## src/rtl/c432_misr.sv

```systemverilog
// 16-bit MISR compactor for c432 responses with IDLE/RUN/DONE session control.
// Define C432_MISR_XMASK_EN to add the resp_mask input for X-blocking of response bits.
module c432_misr #(
  parameter int unsigned PATTERNS = 1024,
  parameter logic [15:0] SEED     = 16'h0000,
  parameter logic [15:0] GOLDEN   = 16'h0000
) (
  input  logic        clk,
  input  logic        rst_n,
  input  logic        start,
  input  logic        resp_valid,
  input  logic [6:0]  resp,
`ifdef C432_MISR_XMASK_EN
  input  logic [6:0]  resp_mask,
`endif
  output logic        busy,
  output logic        done,
  output logic        pass,
  output logic [15:0] signature,
  output logic [31:0] count
);

  typedef enum logic [1:0] {StIdle, StRun, StDone} state_e;

  state_e      state_q;
  logic [15:0] sig_q, sig_d;
  logic [31:0] cnt_q, cnt_d;
  logic        busy_q, done_q, pass_q;
  logic [6:0]  resp_eff;
  logic        fb;
  logic        last;

  always_comb begin
`ifdef C432_MISR_XMASK_EN
    resp_eff = resp & ~resp_mask;
`else
    resp_eff = resp;
`endif
    fb    = sig_q[15] ^ sig_q[13] ^ sig_q[12] ^ sig_q[10];
    sig_d = {sig_q[14:0], fb} ^ {9'b0, resp_eff};
    cnt_d = cnt_q + 32'd1;
    last  = (cnt_d == PATTERNS);
  end

  always_ff @(posedge clk or negedge rst_n) begin
    if (!rst_n) begin
      state_q <= StIdle;
      sig_q   <= '0;
      cnt_q   <= '0;
      busy_q  <= 1'b0;
      done_q  <= 1'b0;
      pass_q  <= 1'b0;
    end else begin
      unique case (state_q)
        StIdle, StDone: begin
          // start wins over resp_valid outside RUN; responses are never taken here.
          if (start) begin
            state_q <= StRun;
            sig_q   <= SEED;
            cnt_q   <= '0;
            busy_q  <= 1'b1;
            done_q  <= 1'b0;
            pass_q  <= 1'b0;
          end
        end
        StRun: begin
          if (resp_valid) begin
            sig_q <= sig_d;
            cnt_q <= cnt_d;
            if (last) begin
              state_q <= StDone;
              busy_q  <= 1'b0;
              done_q  <= 1'b1;
              pass_q  <= (sig_d == GOLDEN);
            end
          end
        end
        default: begin
          state_q <= StIdle;
          busy_q  <= 1'b0;
          done_q  <= 1'b0;
          pass_q  <= 1'b0;
        end
      endcase
    end
  end

  assign busy      = busy_q;
  assign done      = done_q;
  assign pass      = pass_q;
  assign signature = sig_q;
  assign count     = cnt_q;

endmodule

```

## config.mk

```make
export PLATFORM = sky130hd
export DESIGN_NAME = c432_misr
export DESIGN_NICKNAME = d
export VERILOG_FILES = /design/src/rtl/c432_misr.sv
export SDC_FILE = /design/constraint.sdc
export NUM_CORES = 1
export LEC_CHECK = 0
export ABC_CLOCK_PERIOD_IN_PS = 3800
export CAP_MARGIN = 20
export CORE_MARGIN = 4
export CORE_UTILIZATION = 38
export CTS_BUF_LIST = sky130_fd_sc_hd__clkbuf_4 sky130_fd_sc_hd__clkbuf_8
export CTS_CLUSTER_SIZE = 16
export DETAILED_ROUTE_END_ITERATION = 8
export PLACE_DENSITY_LB_ADDON = 0.12
export SETUP_SLACK_MARGIN = 0.3
export SKIP_CTS_REPAIR_TIMING = 1
export SLEW_MARGIN = 10
export SYNTH_ARGS = -nofsm -noshare
export SYNTH_HDL_FRONTEND = slang
export SYNTH_SLANG_ARGS = --single-unit
```

## constraint.sdc

```tcl
create_clock -name clk -period 3.8 [get_ports clk]
set_clock_uncertainty 0.1 [all_clocks]
set_input_delay 0.76 -clock clk [delete_from_list [all_inputs] [get_ports clk]]
set_output_delay 0.76 -clock clk [all_outputs]
set_load 0.005 [all_outputs]
```

==> qor.csv, run 1 <==
stage,metric,value,unit
status,status,completed,
setup_path,path_max_fanout,11,
die,die_y,100,um
synth,synth-edff-count,0,
place,place.port_buffers,61,
hold_path,worstHoldPathType,register to register,
synth,ys_seq_elements,52,
setup_path,startpoint,count[5],
routing,wl,9.15,mm
synth,synthTopCellsByArea,"dfrtp_1 (40%), o21ai_0 (9.1%), nand2_1 (7.4%), xnor2_1 (4.3%), nand3_1 (4.2%)",
hold_path,hold-path-cell-count,1,
place,place_inst,549,
setup_path,reg2reg_to,pass,
routing,drtAntennaViolNets,0,
routing,vias,3159,
cts,clk_latency,0.31,ns
cts,cts_tree,done,
synth,synth_nets,408,
cells_and_area,stdcell_area,4130,um^2
power_and_ir_drop,p_seq_share,48.0,%
timing,fmax,302,MHz
cts,h-tree-depth,2,
grt,grt_usage,18.5,%
grt,antenna_found_initial,0,
timing,fin_ws,0.487,ns
place,dp_hpwl,6.48,mm
setup_path,end_kind,register,
routing,first_pass_iters,4,
power_and_ir_drop,combPwrFrac,24.6,%
timing,finalHoldViolCount,0,
cts,ctsLongestPathBuffers,2,
die,die_area,10000,um^2
place,post_dp_cell_area,3980,um^2
cells_and_area,final_cells,559,
cells_and_area,drive_gt1_share,11.2,%
cts,clkSinkCount,52,
timing,report.final.setup_viol,0,
setup_path,r2r_cells,8,
synth,ys.flop_type,dfrtp_1,
grt,grt_max_degree,37,
setup_path,reg2reg_setup_slack,0.49,ns
die,core,8260,um^2
synth,netlist_instances,395,
routing,drcViolationCount,0,
power_and_ir_drop,power_leakage,1.59,nW
die,boundaryPins,62,
cts,cts-buffers-inserted,5,
synth,yosysTopAreaCellShare,40.3,%
timing,slew_headroom,44.5,%
timing,period_minus_slack,3.31,ns
timing,rsz0062_at_grt,false,
grt,first_global_vias,2976,
cells_and_area,layout.nets,466,
setup_path,critPathKind,register to register,
synth,synth_area,3230,um^2
synth,synth_seq_area_share,40.3,%
place,gp_congestion,0.828,
power_and_ir_drop,pwr-share-clk,27.4,%
power_and_ir_drop,power_density,344,nW/um^2
timing,tns,0,ns
die,row_count,33,
cts,root_buffer,clkbuf_8,
setup_path,cp-start-kind,register,
cells_and_area,layout-area-overhead-vs-synth,27.9,%
synth,synth_top_cells_by_count,"nand2_1 (64), o21ai_0 (59), dfrtp_1 (52)",
routing,first_iter_violations,154,
synth,yosysTopAreaCell,dfrtp_1,
grt,grt.overflow.total,0,
flow_run,cap_violations,0,
synth,async_reset_ff_share,100,%
synth,yosys_warnings,0,
cells_and_area,n_antenna_cell,0,
grt,grt_pass1_wl,15.1,mm
routing,vias_per_cell,5.65,
power_and_ir_drop,finalPower,1.42,mW
timing,drv_slew,0,
die,initial_core_util,39.1,%
setup_path,crit_arrival,3.47,ns
power_and_ir_drop,switching_share,29.8,%
setup_path,required,3.96,ns
place,post-place-ws,0.374,ns
die,die_w,100,um
timing,worst_slew_pin_slew,0.832,ns
power_and_ir_drop,p_int,999,uW
power_and_ir_drop,irDropWorstVdd,214,uV
synth,avgSynthCellArea,8.18,um^2
routing,wl_per_cell,16.4,um
power_and_ir_drop,p_switching,425,uW
synth,yosysMostFrequentCell,nand2_1,
setup_path,r2r_start,count[5],
setup_path,crit_end,pass,
timing,whs,0.424,ns
timing,fin_crit_sh,87.2,%
cells_and_area,fin_util,50.0,%
synth,synth_cell_type_count,53,
cts,clk_pin_slew,0.10,ns
==> sequential cells by signal, indices dropped and copies added (netlist names) <==
name	flops
state_q	2
count	32
busy	1
signature	16
pass	1
==> critical path, stage by stage, from the launching register on <==
cell	delay (ns)
dfrtp_2	0.49
nand4_4	0.19
or4_4	0.56
o31a_1	0.25
or4b_4	0.52
or4_4	0.44
nor4b_4	0.37
mux2i_1	0.24
a21o_1	0.10
==> layer usage <==
layer  global-route usage (%)  routed length (um)
met1                     24.9                4320
met5                        0                   0
met2                     29.9                4200
met3                     3.47                 463
met4                     6.22                 164
==> worst min-delay path by stage <==
stage / start / end / slack, ns
global route: count[31] / count[31] / 0.45
finish: count[31] / count[31] / 0.42
CTS: count[31] / count[31] / 0.42
floorplan: rst_n / busy / 0.36
detailed placement: pass / pass / 0.40
global placement: pass / pass / 0.39
==> power by group through the flow <==
| stage | clock network (mW) | logic [mW] | registers (mW) |
|---|---|---|---|
| after floorplan | 0 | 0.148 | 0.687 |
| after global placement | 0 | 0.346 | 0.688 |
| after detailed placement | 0 | 0.347 | 0.688 |
| after CTS | 0.407 | 0.349 | 0.680 |
| after global routing | 0.425 | 0.389 | 0.697 |
| final | 0.390 | 0.350 | 0.682 |
==> layout by cell type (no fill, tap or decap), types with 11 or more instances in the layout <==
master           netlist  final
a21oi_1               12     11
nand2_1               64     64
nor2_1                25     25
o31ai_1               13     13
buf_4                  1     20
nand4_1               16     16
nand3_1               27     27
xnor2_1               16     16
dfrtp_1               52     46
clkdlybuf4s50_1        0     60
o21ai_0               59     59
==> kinds of logic (layout without fill, tap and decap cells) <==
logic type	Yosys count	count (layout)	synth area share (%)
xor gates and xnor gates	19	19	5.15
adders and majority gates	2	2	0.774
DFF	52	52	40.3
muxes	2	2	0.658
and+or+nand+nor	176	176	28.5
buffers and inverters	37	96	4.80
AOI/OAI and AO/OA	107	107	19.8
==> cell type report <==
cell class,instances,area (um^2)
Sequential cell,52,1310
Multi-Input combinational cell,306,1800
Fill cell,826,4130
Timing Repair Buffer,81,756
Clock inverter,3,42.5
Inverter,7,26.3
Tap cell,105,131
Clock buffer,5,68.8
Note: power is estimated with default switching activity, not from simulation.
==> inputs of run 2 (changes only) <==
--- a/config.mk
+++ b/config.mk
@@ -7,12 +7,11 @@
 export LEC_CHECK = 0
 export ABC_CLOCK_PERIOD_IN_PS = 3800
 export CAP_MARGIN = 20
-export CORE_MARGIN = 4
 export CORE_UTILIZATION = 38
 export CTS_BUF_LIST = sky130_fd_sc_hd__clkbuf_4 sky130_fd_sc_hd__clkbuf_8
 export CTS_CLUSTER_SIZE = 16
 export DETAILED_ROUTE_END_ITERATION = 8
-export PLACE_DENSITY_LB_ADDON = 0.12
+export PLACE_DENSITY = 0.71
 export SETUP_SLACK_MARGIN = 0.3
 export SKIP_CTS_REPAIR_TIMING = 1
 export SLEW_MARGIN = 10
==> qor.csv, run 2 (synthesis gave the netlist of run 1 again) <==
stage,metric,value,unit,change
setup_path,crit_top_cell,or4_4,,unchanged
die,die_y,94.2,um,was 100 um
cts,ctsLongestPathBuffers,2,,unchanged
cts,clk_latency,0.31,ns,about the same
timing,finalHoldViolCount,0,,unchanged
power_and_ir_drop,power_density,336,nW/um^2,was 344 nW/um^2
cts,clk_pin_slew,0.10,ns,about the same
routing,wl_per_cell,16.1,um,was 16.4 um
die,boundaryPins,62,,unchanged
grt,grt_usage,21.0,%,was 18.5%
routing,first_pass_iters,4,,unchanged
die,initial_core_util,39.3,%,was 39.1%
cts,clkSinkCount,52,,unchanged
timing,fmax,296,MHz,was 302 MHz
timing,report.final.setup_viol,0,,unchanged
setup_path,cp.depth,9,,was 8
routing,vias_per_cell,5.84,,was 5.65
setup_path,critical_path.top_delay_family,simple AND/OR/NAND/NOR gates,,unchanged
grt,grt_pass1_wl,14.9,mm,was 15.1 mm
place,gp_congestion,0.922,,was 0.828
power_and_ir_drop,power_leakage,1.59,nW,about the same
setup_path,r2r_cells,9,,was 8
cts,cts_tree,done,,unchanged
power_and_ir_drop,irDropWorstVdd,233,uV,was 214 uV
timing,rsz0062_at_grt,false,,unchanged
cells_and_area,layout-area-overhead-vs-synth,27.9,%,about the same
status,status,completed,,unchanged
grt,antenna_found_initial,0,,unchanged
setup_path,path_cells,"ha_4, nand4_4, or4_4, o31a_1, or4b_1, or4_4, nor4b_4, mux2i_1, a21o_1",,"was nand4_4, or4_4, o31a_1, or4b_4, or4_4, nor4b_4, mux2i_1, a21o_1"
timing,slew_headroom,58.7,%,was 44.5%
place,place.port_buffers,61,,unchanged
grt,grt.overflow.total,0,,unchanged
grt,grt_max_degree,47,,was 37
die,die_area,8870,um^2,was 10000 um^2
flow_run,cap_violations,0,,unchanged
cells_and_area,final_common_cell,nand2_1,,unchanged
timing,period_minus_slack,3.38,ns,was 3.31 ns
setup_path,cp-start-kind,register,,unchanged
setup_path,reg2reg_to,pass,,unchanged
timing,fin_ws,0.417,ns,was 0.487 ns
cts,h-tree-depth,2,,unchanged
cells_and_area,n_antenna_cell,0,,unchanged
power_and_ir_drop,finalPower,1.39,mW,was 1.42 mW
timing,tns,0,ns,unchanged
die,die_w,94.2,um,was 100 um
setup_path,cpMaxStageDelayCell,or4_4,,unchanged
place,post-place-ws,0.267,ns,was 0.374 ns
cts,root_buffer,clkbuf_8,,unchanged
routing,wl,9.01,mm,was 9.15 mm
timing,fin_crit_sh,89.0,%,was 87.2%
hold_path,worstHoldPathType,primary input to asynchronous set/reset pin,,was register to register
timing,worst_slew_pin_slew,0.619,ns,was 0.832 ns
setup_path,crit_arrival,3.48,ns,was 3.47 ns
routing,first_iter_violations,240,,was 154
cts,cts-buffers-inserted,5,,unchanged
cells_and_area,drive_gt1_share,11.5,%,was 11.2%
setup_path,reg2reg_setup_slack,0.42,ns,was 0.49 ns
place,dp_hpwl,6.25,mm,was 6.48 mm
setup_path,r2r_start,count[1],,was count[5]
setup_path,critPathKind,register to register,,unchanged
setup_path,end_kind,register,,unchanged
timing,drv_slew,0,,unchanged
die,core,8220,um^2,was 8260 um^2
die,row_count,33,,unchanged
routing,drcViolationCount,0,,unchanged
cells_and_area,largest_reg_flops,32,,unchanged
cells_and_area,final_cell_mix,"nand2_1 (64), clkdlybuf4s50_1 (60), o21ai_0 (59)",,unchanged
setup_path,path_buf_inv,0,,unchanged
routing,drtAntennaViolNets,0,,unchanged
timing,whs,0.354,ns,was 0.424 ns
routing,vias,3261,,was 3159
place,place_inst,546,,was 549
setup_path,slowest_delay,0.52,ns,was 0.56 ns
cells_and_area,layout.nets,465,,was 466
cells_and_area,final_cells,558,,was 559
setup_path,path_max_fanout,6,,was 11
setup_path,required,3.90,ns,was 3.96 ns
grt,first_global_vias,3060,,was 2976
-- run 2: how the worst max path moves through the flow --
| stage | start | to | slack [ns] |
|---|---|---|---|
| global route | count[14] | pass | 0.30 |
| floorplan | count[0] | pass | 0.33 |
| detailed placement | count[2] | pass | 0.27 |
| global placement | count[2] | pass | 0.41 |
| finish | count[1] | pass | 0.42 |
| CTS | count[2] | pass | 0.25 |
-- run 2: through the flow --
step                      cell area [um^2]  utilization [%]
after floorplan                       3230                -
after global placement                3960             48.1
after detailed placement              3960             48.1
after CTS                             4050             49.3
after global routing                  4130             50.3
final                                 4130             50.3
-- run 2: metal layers --
layer,global-route usage (%),up-vias,share of wire (%)
met1,26.3,1590,44
met2,35.3,110,49
met5,0,-,0
met3,4.85,14,6.0
met4,7.05,0,1.6
li1,-,1547,-
-- run 2: report_power, final --
group,total (mW),internal [mW],switching [mW]
registers,0.688,0.610,0.0778
logic,0.347,0.193,0.154
clock network,0.351,0.156,0.195
-- run 2: worst register-to-register path, stage by stage, from the launching register on --
cell	delay, ns
dfrtp_1	0.41
ha_4	0.19
nand4_4	0.14
or4_4	0.52
o31a_1	0.24
or4b_1	0.52
or4_4	0.44
nor4b_4	0.42
mux2i_1	0.13
a21o_1	0.17
-- run 2: area by class of cell --
cell class	instances	area, um^2
clock buffer	7	90.1
fill	820	4080
tap	105	131
sequential	52	1310
timing repair buffer	80	748
clock inverter	1	7.51
inverter	7	26.3
multi-input combinational	306	1820
